File: src/rtl/alarm_pkg.sv
// Shared state encoding and BCD field limits for the alarm sequencer.
package alarm_pkg;

  typedef enum logic [2:0] {
    ST_IDLE     = 3'd0,
    ST_EDIT_HR  = 3'd1,
    ST_EDIT_MIN = 3'd2,
    ST_COMMIT   = 3'd3,
    ST_ARMED    = 3'd4,
    ST_RINGING  = 3'd5,
    ST_SNOOZE   = 3'd6
  } state_e;

  localparam logic [7:0] HR_MAX  = 8'h23;
  localparam logic [7:0] MIN_MAX = 8'h59;

endpackage

File: src/rtl/alarm_bcd_field_inc.sv
// Two-digit BCD increment with wrap to 00 once MAX is reached.
// Purely combinational; zero latency, no flow control.
module bcd_field_inc #(
  parameter logic [7:0] MAX = 8'h59
) (
  input  logic [7:0] val_i,
  output logic [7:0] val_o
);

  always_comb begin
    val_o = 8'h00;
    if (val_i == MAX) begin
      val_o = 8'h00;
    end else if (val_i[3:0] == 4'd9) begin
      val_o = {val_i[7:4] + 4'd1, 4'd0};
    end else begin
      val_o = {val_i[7:4], val_i[3:0] + 4'd1};
    end
  end

endmodule

File: src/rtl/alarm_ctrl.sv
// Alarm edit dialogue, delayed load into the compare pipeline and timed buzzer sequencing.
// All outputs registered; snooze support is built only when ALARM_SNOOZE_EN is defined.
module alarm_ctrl
  import alarm_pkg::*;
#(
  parameter int LOAD_DLY    = 3,
  parameter int RING_SECS   = 60,
`ifdef ALARM_SNOOZE_EN
  parameter int SNOOZE_SECS = 300,
`endif
  parameter int CNT_W       = 9
) (
  input  logic        clk,
  input  logic        rst,
  input  logic        tick_1hz,
  input  logic        key_set,
  input  logic        key_inc,
  input  logic        key_stop,
  input  logic        alarm_en,
  input  logic        ring_match,
  output logic        load,
  output logic [15:0] load_data,
  output logic        buzz,
  output logic [2:0]  state_o
);

  localparam logic [CNT_W-1:0] RING_LAST = CNT_W'(RING_SECS - 1);
  localparam logic [CNT_W-1:0] LOAD_LAST = CNT_W'(LOAD_DLY);
`ifdef ALARM_SNOOZE_EN
  localparam logic [CNT_W-1:0] SNZ_LAST  = CNT_W'(SNOOZE_SECS - 1);
`endif

  state_e           state_q;
  logic [7:0]       hr_q, min_q, hr_inc, min_inc;
  logic [15:0]      cmt_q;
  logic [CNT_W-1:0] sec_cnt_q, dly_cnt_q;
  logic             load_q, buzz_q, armed_q, match_q, from_armed_q;
  logic             match_ev;

  bcd_field_inc #(.MAX(HR_MAX))  u_hr_inc  (.val_i(hr_q),  .val_o(hr_inc));
  bcd_field_inc #(.MAX(MIN_MAX)) u_min_inc (.val_i(min_q), .val_o(min_inc));

  // match_q resets high so the compare block's post-reset 0000==0000 is not an edge
  assign match_ev  = ring_match & ~match_q;
  assign load      = load_q;
  assign load_data = {hr_q, min_q};
  assign buzz      = buzz_q;
  assign state_o   = state_q;

  always_ff @(posedge clk or posedge rst) begin
    if (rst) begin
      state_q      <= ST_IDLE;
      hr_q         <= 8'h00;
      min_q        <= 8'h00;
      cmt_q        <= 16'h0000;
      sec_cnt_q    <= '0;
      dly_cnt_q    <= '0;
      load_q       <= 1'b0;
      buzz_q       <= 1'b0;
      armed_q      <= 1'b0;
      match_q      <= 1'b1;
      from_armed_q <= 1'b0;
    end else begin
      match_q <= ring_match;
      load_q  <= 1'b0;
      case (state_q)
        ST_IDLE: begin
          if (!key_stop && key_set) begin
            state_q      <= ST_EDIT_HR;
            from_armed_q <= 1'b0;
          end
        end
        ST_ARMED: begin
          if (!key_stop && key_set) begin
            state_q      <= ST_EDIT_HR;
            from_armed_q <= 1'b1;
          end else if (!alarm_en) begin
            state_q <= ST_IDLE;
          end else if (match_ev && armed_q) begin
            state_q   <= ST_RINGING;
            buzz_q    <= 1'b1;
            sec_cnt_q <= '0;
          end
        end
        ST_EDIT_HR, ST_EDIT_MIN: begin
          if (key_stop) begin
            state_q <= from_armed_q ? ST_ARMED : ST_IDLE;
            hr_q    <= cmt_q[15:8];
            min_q   <= cmt_q[7:0];
          end else if (key_set) begin
            if (state_q == ST_EDIT_HR) begin
              state_q <= ST_EDIT_MIN;
            end else begin
              state_q   <= ST_COMMIT;
              dly_cnt_q <= '0;
              load_q    <= (LOAD_DLY == 0);
            end
          end else if (key_inc) begin
            if (state_q == ST_EDIT_HR) hr_q  <= hr_inc;
            else                       min_q <= min_inc;
          end
        end
        ST_COMMIT: begin
          // load_q is high exactly while dly_cnt_q == LOAD_LAST, the exit cycle
          if (dly_cnt_q == LOAD_LAST) begin
            state_q <= alarm_en ? ST_ARMED : ST_IDLE;
            armed_q <= 1'b1;
            cmt_q   <= {hr_q, min_q};
          end else begin
            dly_cnt_q <= dly_cnt_q + CNT_W'(1);
            load_q    <= ((dly_cnt_q + CNT_W'(1)) == LOAD_LAST);
          end
        end
        ST_RINGING: begin
          if (!alarm_en) begin
            state_q <= ST_IDLE;
            buzz_q  <= 1'b0;
          end else if (key_stop) begin
            state_q <= ST_ARMED;
            buzz_q  <= 1'b0;
`ifdef ALARM_SNOOZE_EN
          end else if (!key_set && key_inc) begin
            state_q   <= ST_SNOOZE;
            buzz_q    <= 1'b0;
            sec_cnt_q <= '0;
`endif
          end else if (tick_1hz) begin
            if (sec_cnt_q == RING_LAST) begin
              state_q <= ST_ARMED;
              buzz_q  <= 1'b0;
            end else begin
              sec_cnt_q <= sec_cnt_q + CNT_W'(1);
            end
          end
        end
`ifdef ALARM_SNOOZE_EN
        ST_SNOOZE: begin
          if (!alarm_en) begin
            state_q <= ST_IDLE;
          end else if (key_stop) begin
            state_q <= ST_ARMED;
          end else if (tick_1hz) begin
            if (sec_cnt_q == SNZ_LAST) begin
              state_q   <= ST_RINGING;
              buzz_q    <= 1'b1;
              sec_cnt_q <= '0;
            end else begin
              sec_cnt_q <= sec_cnt_q + CNT_W'(1);
            end
          end
        end
`endif
        default: begin
          state_q <= ST_IDLE;
          buzz_q  <= 1'b0;
        end
      endcase
    end
  end

endmodule
File: config.mk
export PLATFORM = sky130hd
export DESIGN_NAME = alarm_ctrl
export DESIGN_NICKNAME = d
export VERILOG_FILES = /design/src/rtl/alarm_pkg.sv /design/src/rtl/alarm_bcd_field_inc.sv /design/src/rtl/alarm_ctrl.sv
export SDC_FILE = /design/constraint.sdc
export NUM_CORES = 1
export LEC_CHECK = 0
export ABC_AREA = 1
export CAP_MARGIN = 30
export CORE_ASPECT_RATIO = 1.5
export CORE_MARGIN = 1.5
export CORE_UTILIZATION = 53
export DETAILED_ROUTE_END_ITERATION = 8
export PLACE_DENSITY = 0.81
export SETUP_SLACK_MARGIN = 0.15
export SLEW_MARGIN = 20
export SYNTH_ARGS = -nofsm -noshare
export SYNTH_HDL_FRONTEND = slang
export SYNTH_HIERARCHICAL = 1
export SYNTH_SLANG_ARGS = --single-unit
File: constraint.sdc
create_clock -name clk -period 1.9 [get_ports clk]
set_clock_uncertainty 0.15 [all_clocks]
set_input_delay 0.285 -clock clk [delete_from_list [all_inputs] [get_ports clk]]
set_output_delay 0.285 -clock clk [all_outputs]
set_load 0.01 [all_outputs]
After elaboration in Yosys (flattened, before gate mapping). Cells that the tools add are included.

Output and inout bits: 21. Flip-flop bits (word level): 58.

Bitwise gates (word level): 3. Equal/unequal tests: 32. Reductions and logical operators: 23. Multiplexer cells: 53. $add $sub $neg: 6.

Operator list (count): 9-bit two-way mux (11); 8-bit two-way mux (12); 3-bit two-way mux (13); 9-bit one-hot mux with 2 select lines (2); 2-bit inequality test (second input constant) (15); 9-bit by 1-bit adder with 9-bit output (second input constant) (2); 9-bit by 2-bit equality test with 1-bit output (second input constant) (2); 4-bit by 1-bit adder with 4-bit output (second input constant) (4); 3-bit one-hot mux with 5 select lines (1); 5-bit AND reduction (3); 1-bit two-way mux (12); 4-bit inequality test (second input constant) (3); 6-bit AND reduction (2); 2-bit nonzero test (5); 9-bit by 6-bit equality test with 1-bit output (second input constant) (1); 4-bit equality test (second input constant) (2); 8-bit by 6-bit equality test with 1-bit output (second input constant) (1); 8-bit by 7-bit equality test with 1-bit output (second input constant) (1); 4-bit AND reduction (2); 8-bit AND reduction (1); 3-bit by 2-bit equality test with 1-bit output (second input constant) (2); 3-bit equality test (second input constant) (2); 3-bit nonzero test (2); 4-bit OR reduction (1); other kinds (13) (15).

Logic depth before layout (Yosys ltp).
Depth after elaboration: 7. Gate-level depth with buffers: 11. Depth with buffers taken out: 11.

Cells and area by module. Netlist, hierarchy kept.

By module, submodules not included: alarm_ctrl (area an instance 3138.0 um2, times used 1, cells an instance 403); bcd_field_inc (u_hr_inc) (area an instance 225.2 um2, times used 1, cells an instance 47); bcd_field_inc (u_min_inc) (area an instance 221.5 um2, times used 1, cells an instance 39).

Worst setup path after synthesis. OpenSTA, ideal clock, no wires.

Path kind: flip-flop to flip-flop. From: register state_q[0], in the netlist state_o[0]. To: register hr_q[4]. Buffers on the path: 1. Setup slack: 293 ps. Library setup time: 126 ps. Period minus slack after synthesis: 1607 ps. Stages on the path, launching flop included: 8. Arrival time: 1331 ps. Required time: 1624 ps. Cells stage by stage: dfrtp_1 nand2_1 nand2_1 nor2_4 nand2_4 a21oi_4 buf_6 o21ai_0.

Longest elaborated chain between the ends: 3. Elaborated cells on any way between the ends: 5. Those cells by class: eq/ne (2); reduce/logical (3).

RTL lines: start, declared (RTL line alarm_ctrl.sv:33) `state_e state_q;`; start signal, assigned (RTL line alarm_ctrl.sv:87) `state_q <= from_armed_q ? ST_ARMED : ST_IDLE;`; start signal, assigned (RTL line alarm_ctrl.sv:106) `state_q <= alarm_en ? ST_ARMED : ST_IDLE;`; 3-bit by 1-bit equality test with 1-bit output or 3-bit by 2-bit equality test with 1-bit output (tied branches) (RTL line alarm_ctrl.sv:66, alarm_ctrl.sv:99); 2-bit nonzero test (no source line) or 2-bit OR reduction (tied branches); 5-bit AND reduction (no source line) *; end signal, assigned (RTL line alarm_ctrl.sv:88) `hr_q <= cmt_q[15:8];`; end signal, assigned (RTL line alarm_ctrl.sv:99) `if (state_q == ST_EDIT_HR) hr_q <= hr_inc;`; end, declared (RTL line alarm_ctrl.sv:34) `logic [7:0] hr_q, min_q, hr_inc, min_inc;`.

Mark *: on every way between the ends. The rest lies on a longest branch, timed or not. A chain may end at the register's enable or synchronous reset.

Worst setup path in the final report.
From: register state_q[2], in the netlist state_o[2]. To: output port state_o[2].

RTL lines: end, declared (RTL line alarm_ctrl.sv:24) `output logic [2:0] state_o`.

No word-level cell between the ends.

==> metrics.cfg <==
[floorplanning]
start_util=0.549
die_h_um=104
io_pins=29
coreArea_um2=6530
rows=36
dieWidth_um=70.2
dieArea_um2=7280

[detailed_routing]
via_per_inst=5.35
wire_per_inst_um=13.4
drc=0
vias=3398
drt_iter0_drc=211
drt_wl_total_um=8510
drtPass1Iterations=5
drtAntennaViolNets=0

[cts]
ctsHtreeMaxLevel=3
cts_root_buf=clkbuf_8
cts_buffer_depth=2
cts_buffers=9
cts_hold_buf=0
cts_sinks=58
cts_tree=done
path_clk_slew_ns=0.06
clkLatencyLatePin_ns=0.34

[synth]
async_reset_ff_frac=1.00
synth.distinct_cells=31
synth_ff_type=dfrtp_1
seq_area_frac_synth=0.405
avgSynthCellArea_um2=7.33
netlist_instances=489
synth_seq_cells=58
ys_warn_count=6
yosysTopAreaCell=dfrtp_1
synth_top_area_frac=0.398
netlist_area_um2=3580
synth_enable_flop_cells=0
syn_nets=504
synth_area_leaders=dfrtp_1, nand2_1, o21ai_0

[worst_hold_path]
min_path_type=input port to async pin

[global_routing]
grt_pass1_vias=3387
overflow=0
grt_max_degree=59
track_usage=0.243
antenna_found_initial=0
grt_pass1_wl_um=14400

[setup_path]
path_cells=clkdlybuf4s50_1
crit_type=flip-flop to output port
crit_family=buffers and inverters
cp_num_buf_inv=1
cp_slowest_cell=clkdlybuf4s50_1
cp_data_required_time_ns=1.46
crit_arrival_ns=1.29
regToRegSetupSlack_ns=0.23
slowest_delay_ns=0.55
cp_max_fo=4
worst_r2r_path_depth=9
worstReg2RegEnd=state_o[2]
startpoint_type=flip-flop
r2r_start=dly_cnt_q[0]
cp-end-kind=output port

[timing]
fmax_ghz=0.580
rsz0062_at_grt=true
timing.final.ws_setup_ns=0.175
tightest_slew_ns=0.304
drv_slew=0
finalCritPeriodShare=0.908
timing.setup.tns_ns=0
period_needed_ns=1.73
holdWs_ns=0.210
hold_viol=0
max_slew_margin=0.797
setup_viol=0

[place]
routabilityCongestion=0.853
dpl_worst_slack_ns=-0.179
numPortBuffers=28
hpwlAfterDp_um=5610

[layout]
nets=569
final_core_util=0.683
layout_commonest_cell=nand2_1
final_layout_size_suffix_gt1_frac=0.222
area_growth_pct=24.4
antenna_cells=0
layout_common_cells=nand2_1, inv_1, o21ai_0, dfrtp_1, buf_4

[status]
outcome=complete, no violations

[power]
p_per_area_nw_per_um2=1360
fin_total_pwr_mw=6.06
leakage_nw=2.23
vdd_drop_max_v=0.000828

[run]
cap_violations=0

registers in the layout, indices dropped and copies added, names as in the netlist:
| signal | count |
|---|---|
| cmt_q | 16 |
| dly_cnt_q | 9 |
| sec_cnt_q | 9 |
| hr_q | 8 |
| min_q | 8 |
| state_o | 3 |
| armed_q | 1 |
| buzz | 1 |
| from_armed_q | 1 |
| load | 1 |
| match_q | 1 |
what timing repair did:
action	in CTS	in global routing
pin swaps	0	2
endpoints found under the setup margin	27	28
gates resized for setup	24	18
setup buffers	9	5
cloned	0	1
Yosys cell counts, types with 6 or more instances:
| master | n |
|---|---|
| o211ai_1 | 8 |
| nor2_2 | 6 |
| inv_1 | 61 |
| nand3_1 | 33 |
| or2_2 | 8 |
| ha_1 | 7 |
| o21ai_0 | 47 |
| a21oi_1 | 7 |
| nand4_1 | 6 |
| xor2_1 | 7 |
| nor2_1 | 36 |
| o21ai_2 | 7 |
| inv_2 | 6 |
| nand2_1 | 152 |
| nor2_4 | 6 |
| dfrtp_1 | 57 |
per-stage QoR:
step | cell area (um^2) | cells
floorplan | 3590 | 489
global placement | 4090 | 604
detailed placement | 4090 | 604
CTS | 4360 | 629
global route | 4460 | 635
finish | 4460 | 635
report_power, final:
part           leakage (nW)  switching, mW  internal [mW]
clock                 0.103          0.493          0.636
combinational          1.36           1.65           1.27
sequential            0.764          0.369           1.64
metal layers:
metal  up-vias  wire (um)  GRT usage
met5         -          0          0
met4         0        306      0.144
met3        29        238     0.0438
met2        77       4520      0.423
met1      1614       3450      0.272
li1       1678          -          -
cell type report:
type	instances	area, um^2
Sequential cell	58	1470
Tap cell	76	95.1
Timing Repair Buffer	65	606
Clock buffer	11	141
Fill cell	514	2070
Clock inverter	5	53.8
Multi-Input combinational cell	353	1840
Inverter	67	255
worst max-delay path by stage:
stage          startpoint      endpoint  slack (ns)  depth (start not counted)
6_report       state_o[2]    state_o[2]        0.17                          1
5_1_grt        state_o[0]  dly_cnt_q[1]        0.10                          8
4_1_cts        state_o[0]    state_o[0]        0.12                          1
3_5_place_dp     key_stop  sec_cnt_q[2]       -0.18                          8
3_3_place_gp     key_stop  sec_cnt_q[5]       -0.10                         10
2_1_floorplan  state_o[0]       hr_q[4]        0.29                          7
kinds of logic after synthesis:
| group | share of synthesized area |
|---|---|
| DFF | 0.405 |
| xor gates and xnor gates | 0.0220 |
| buffers and inverters | 0.0984 |
| AOI/OAI and AO/OA | 0.130 |
| and+or+nand+nor | 0.320 |
| adders and majority gates | 0.0244 |
Note: power is estimated with default switching activity, not from simulation.
